## src/rtl/mac_lane_array.sv

```systemverilog
`default_nettype none
// ============================================================================
// mac_lane_array : multi-lane signed fixed-point MAC, 2-stage valid/ready pipe
// Revision: 1.0
// ============================================================================
module mac_lane_array #(
  parameter int LANES = 4,
  parameter int IN_W  = 16,
  parameter int OUT_W = 32,
  parameter int ACC_W = 40
) (
  input  logic                   CLK,
  input  logic                   RST,
  input  logic                   in_valid,
  output logic                   in_ready,
  input  logic [1:0]             mode,
  input  logic [LANES*IN_W-1:0]  mx,
  input  logic [LANES*IN_W-1:0]  my,
  input  logic [LANES*OUT_W-1:0] az,
  output logic                   out_valid,
  input  logic                   out_ready,
  output logic [LANES*OUT_W-1:0] mac,
  output logic [LANES-1:0]       sat_flag
);

  localparam int c_prod_w = 2 * IN_W;

  localparam logic [1:0] c_mode_madd    = 2'b00;
  localparam logic [1:0] c_mode_acc     = 2'b01;
  localparam logic [1:0] c_mode_restart = 2'b10;
  localparam logic [1:0] c_mode_drain   = 2'b11;

  // Clamp bounds expressed one bit wider than the accumulator so that sums
  // of two in-range values can be compared without overflow.
  localparam logic signed [ACC_W:0] c_out_max =
    {{(ACC_W-OUT_W+2){1'b0}}, {(OUT_W-1){1'b1}}};
  localparam logic signed [ACC_W:0] c_out_min =
    {{(ACC_W-OUT_W+2){1'b1}}, {(OUT_W-1){1'b0}}};
  localparam logic signed [ACC_W:0] c_acc_max = {2'b00, {(ACC_W-1){1'b1}}};
  localparam logic signed [ACC_W:0] c_acc_min = {2'b11, {(ACC_W-1){1'b0}}};

  if (ACC_W < 2*IN_W || ACC_W < OUT_W) begin : g_param_check
    $error("mac_lane_array: ACC_W must be >= 2*IN_W and >= OUT_W");
  end

  logic       w_advance;
  logic       w_accept;
  logic       r_s1_valid;
  logic [1:0] r_s1_mode;
  logic       r_out_valid;

  assign w_advance = !r_out_valid || out_ready;
  assign w_accept  = in_valid && w_advance;
  assign in_ready  = w_advance;
  assign out_valid = r_out_valid;

  // Shared control: S1 is refilled (or emptied) whenever the pipe advances.
  always_ff @(posedge CLK) begin
    if (RST) begin
      r_s1_valid  <= 1'b0;
      r_s1_mode   <= c_mode_madd;
      r_out_valid <= 1'b0;
    end else if (w_advance) begin
      r_s1_valid  <= w_accept;
      r_out_valid <= r_s1_valid;
      if (w_accept) begin
        r_s1_mode <= mode;
      end
    end
  end

  for (genvar i = 0; i < LANES; i++) begin : g_lane
    logic signed [IN_W-1:0]     w_mx;
    logic signed [IN_W-1:0]     w_my;
    logic signed [c_prod_w-1:0] w_prod;
    logic signed [c_prod_w-1:0] r_prod;
    logic signed [OUT_W-1:0]    r_az;
    logic signed [ACC_W-1:0]    r_acc;
    logic signed [OUT_W-1:0]    r_mac;
    logic                       r_sat;

    logic signed [ACC_W:0]      w_p_ext;
    logic signed [ACC_W:0]      w_az_ext;
    logic signed [ACC_W:0]      w_acc_ext;
    logic signed [ACC_W:0]      w_acc_sum;
    logic signed [ACC_W:0]      w_pre;
    logic signed [ACC_W-1:0]    w_acc_sat;
    logic signed [ACC_W-1:0]    w_acc_next;
    logic signed [OUT_W-1:0]    w_mac_next;
    logic                       w_clip;

    assign w_mx   = mx[i*IN_W +: IN_W];
    assign w_my   = my[i*IN_W +: IN_W];
    assign w_prod = w_mx * w_my;

    always_ff @(posedge CLK) begin
      if (RST) begin
        r_prod <= '0;
        r_az   <= '0;
      end else if (w_accept) begin
        r_prod <= w_prod;
        r_az   <= az[i*OUT_W +: OUT_W];
      end
    end

    assign w_p_ext   = {{(ACC_W+1-c_prod_w){r_prod[c_prod_w-1]}}, r_prod};
    assign w_az_ext  = {{(ACC_W+1-OUT_W){r_az[OUT_W-1]}}, r_az};
    assign w_acc_ext = {r_acc[ACC_W-1], r_acc};
    assign w_acc_sum = w_acc_ext + w_p_ext;

    always_comb begin
      w_acc_sat  = w_acc_sum[ACC_W-1:0];
      w_acc_next = r_acc;
      w_pre      = w_acc_ext;
      w_mac_next = '0;
      w_clip     = 1'b0;

      if (w_acc_sum > c_acc_max) begin
        w_acc_sat = c_acc_max[ACC_W-1:0];
      end else if (w_acc_sum < c_acc_min) begin
        w_acc_sat = c_acc_min[ACC_W-1:0];
      end

      case (r_s1_mode)
        c_mode_madd: begin
          w_pre      = w_p_ext + w_az_ext;
          w_acc_next = r_acc;
        end
        c_mode_acc: begin
          w_pre      = {w_acc_sat[ACC_W-1], w_acc_sat};
          w_acc_next = w_acc_sat;
        end
        c_mode_restart: begin
          w_pre      = w_p_ext;
          w_acc_next = w_p_ext[ACC_W-1:0];
        end
        default: begin
          w_pre      = w_acc_ext;
          w_acc_next = '0;
        end
      endcase

      if (w_pre > c_out_max) begin
        w_mac_next = c_out_max[OUT_W-1:0];
        w_clip     = 1'b1;
      end else if (w_pre < c_out_min) begin
        w_mac_next = c_out_min[OUT_W-1:0];
        w_clip     = 1'b1;
      end else begin
        w_mac_next = w_pre[OUT_W-1:0];
      end
    end

    // The accumulator only moves together with its beat entering S2.
    always_ff @(posedge CLK) begin
      if (RST) begin
        r_acc <= '0;
        r_mac <= '0;
        r_sat <= 1'b0;
      end else if (w_advance && r_s1_valid) begin
        r_acc <= w_acc_next;
        r_mac <= w_mac_next;
        r_sat <= w_clip;
      end
    end

    assign mac[i*OUT_W +: OUT_W] = r_mac;
    assign sat_flag[i]           = r_sat;
  end

endmodule
`default_nettype wire

```

## config.mk

```make
export PLATFORM = sky130hd
export DESIGN_NAME = mac_lane_array
export DESIGN_NICKNAME = d
export VERILOG_FILES = /design/src/rtl/mac_lane_array.sv
export SDC_FILE = /design/constraint.sdc
export NUM_CORES = 2
export LEC_CHECK = 0
export CAP_MARGIN = 10
export CORE_MARGIN = 5
export CORE_UTILIZATION = 55
export DETAILED_ROUTE_END_ITERATION = 10
export PLACE_DENSITY = 0.74
export SLEW_MARGIN = 20
export SYNTH_ARGS = -nofsm -noshare
export SYNTH_HDL_FRONTEND = slang
export SYNTH_SLANG_ARGS = --single-unit
```

## constraint.sdc

```tcl
create_clock -name CLK -period 20.1 [get_ports CLK]
set_input_delay 5.025 -clock CLK [delete_from_list [all_inputs] [get_ports CLK]]
set_output_delay 5.025 -clock CLK [all_outputs]
set_load 0.02 [all_outputs]
```

==> results.ini <==
[cts]
clock-root-buffer = clkbuf_16
numCtsBuffers = 67
cts-resized-gates = 0
cts_tree = yes
clkLatencyLatePin_ns = 0.66
htreeDepth = 3
numClockSinks = 552
clkTransAtPathRegs_ns = 0.06
cts_setup_buffers = 0
postCtsHoldBufs = 0
clk_path_buf_depth = 3

[synthesis]
synthArstFlopShare_pct = 0
synth_area_um2 = 77320
synth.distinct_cells = 95
yosysMostFrequentCell = nand2_1
synth-seq-cells = 552
synth_nets = 11260
yosysTopAreaCell = fa_1
ys_seq_area_share_pct = 14.29
synth_edf_count = 0
synthTopCellsByArea = fa_1 27%, dfxtp_1 14%, ha_1 10%
ys.flop_type = dfxtp_1
syn_area_per_cell_um2 = 8.298
yosysWarnings = 0
synth_commonest_cells = 1261 x nand2_1, 1195 x inv_1, 1056 x fa_1
synthesis.instances = 9318
synth_top_area_share_pct = 27.34

[floorplan]
core_area_um2 = 139500
io_pins = 396
dieArea_um2 = 148200
die_h_um = 384.9
rows = 137
start_util_pct = 55.41
dieWidth_um = 384.9

[setup_path]
required_ns = 20.63
end_kind = flip-flop
ff2ff_path_depth = 18
critPathKind = in2reg
crit_path_start_kind = input port
crit_arrival_ns = 12.79
cp_max_fo = 16

[drt]
ant_nets = 0
drtPass1Iterations = 5
finalWirelength_um = 225700
drcViolationCount = 0
drtIter0Drc = 4856
vias = 67230
viasPerCell = 5.949
wl_per_cell_um = 19.97

[timing]
hold_viol = 0
skew_ns = 0.03048
relSlewSlack_pct = 12.84
rsz0062_at_grt = no
worst_pin_slew_ns = 1.307
slew_viol_final = 0
setup_ws_ns = 7.831
period_share_pct = 61.04
fmax_mhz = 81.51
post-route-min-period_ns = 12.27
setup_viol_count_final = 0
fin_setup_tns_ns = 0

[status]
status = complete, no violations

[global_route]
grt_pass1_wl_um = 362800
grt_usage_pct = 30.20
grt_pass1_vias = 68900
overflow = 0
grt_max_degree = 209
antenna_found_initial = 6

[flow_run]
cap_viol_max_count = 0

[final_layout]
fillCellCount = 12490
num-nets-final = 11310
drive_above_1_share_pct = 2.505
areaGrowthSynthToFinish_pct = 9.533

[place]
gp_congestion = 0.9377
post-place-ws_ns = 7.372
portBuffers = 395
dp_hpwl_um = 173500

[worst_hold_path]
hold_class = reg2reg
whs_path_depth = 2

[power]
ir_drop_mv = 0.2663
power_density_nw_per_um2 = 175.0
power.leakage_nw = 38.49

## critical path, stage by stage
cell and delay [ns]:
clkdlybuf4s50_1 0.88, nand2_1 0.18, fa_1 0.56, inv_1 0.06, fa_1 0.54, inv_1 0.06
fa_1 0.49, fa_1 0.56, inv_1 0.05, fa_1 0.47, inv_1 0.05, fa_1 0.47
inv_1 0.04, ha_1 0.37, and3_1 0.18, o311a_1 0.19, nor3_1 0.09, o41ai_1 0.98
a211oi_1 0.29, o21ai_0 0.23, a31oi_1 0.17, o21ai_0 0.27, a2111o_1 0.20, a21oi_1 0.06
a311o_1 0.32
## layout by cell type, fill, tap and decap left out, drive strengths merged, types with 149 or more instances in the layout
cell	count
a21o	166
nor2	587
ha	620
fa	1056
a21oi	630
dfxtp	552
xnor2	254
and2	457
a211oi	149
nand2	1261
inv	1199
o21ai	320
clkdlybuf4s50	394
## cell families (layout without fill, tap and decap cells)
kind of cell | after synthesis | after routing | share of synthesized area [%]
AO/OA/AOI/OAI | 2107 | 2107 | 18.12
XOR/XNOR | 364 | 364 | 4.123
adder cells (fa/ha/maj) | 1698 | 1698 | 37.66
buffers and inverters | 1658 | 1761 | 8.122
flip-flops | 552 | 552 | 14.29
multiplexers | 7 | 7 | 0.09062
other | 0 | 4 | 0
AND/OR/NAND/NOR | 2932 | 2932 | 17.59
## metal layers
layer / part of all wire, % / track usage (%) / up-vias
li1: - / - / 31160
met3: 7.5 / 4.718 / 523
met5: 0.012 / 0 / -
met4: 4.6 / 12.97 / 4
met1: 41 / 38.95 / 33080
met2: 47 / 50.55 / 2459
## stage by stage
step	total power [mW]	cells	util (%)	area, um^2	hold slack (ns)
2_1_floorplan	10.93	9318	-	77320	0.4400
3_3_place_gp	13.13	11170	59.04	82370	0.4516
3_5_place_dp	13.49	11170	59.04	82370	0.4531
4_1_cts	14.84	11300	60.67	84650	0.4610
5_1_grt	16.62	11300	60.69	84680	0.4819
6_report	14.82	11300	60.70	84690	0.4586
## path summary, 6_finish.rpt
path | startpoint | endpoint | slack [ns]
worst min register to register | g_lane[1].r_az[20] | g_lane[1].r_az[20] | 0.46
worst max-delay path | my[49] | g_lane[3].r_prod[31] | 7.83
worst max register to register | g_lane[0].r_prod[0] | g_lane[0].r_mac[29] | 14.02
worst min-delay path | g_lane[1].r_az[20] | g_lane[1].r_az[20] | 0.46
## where the power goes
part,internal (mW),total (mW),switching [mW]
sequential,1.27,1.44,0.178
combinational,5.33,12.1,6.77
clock,0.743,1.27,0.531
## sequential cells by signal, indices dropped and copies added, names as in the netlist
signal         flops
g_lane.r_acc     160
r_s1_valid         1
r_s1_mode          2
g_lane.r_sat       4
g_lane.r_mac     128
out_valid          1
g_lane.r_az      128
g_lane.r_prod    128
## layout make-up
cell class	count	area (um^2)	area share, %
multi-input cells	7108	60150	71.02
flip-flops and latches	552	11050	13.05
inverters	1197	4498	5.311
repair buffers	442	4357	5.144
well taps	1876	2347	2.772
clock buffers	88	1877	2.216
clock inverters	34	401.6	0.4742
diodes	4	10.01	0.01182
(Power assumes the default switching activity.)
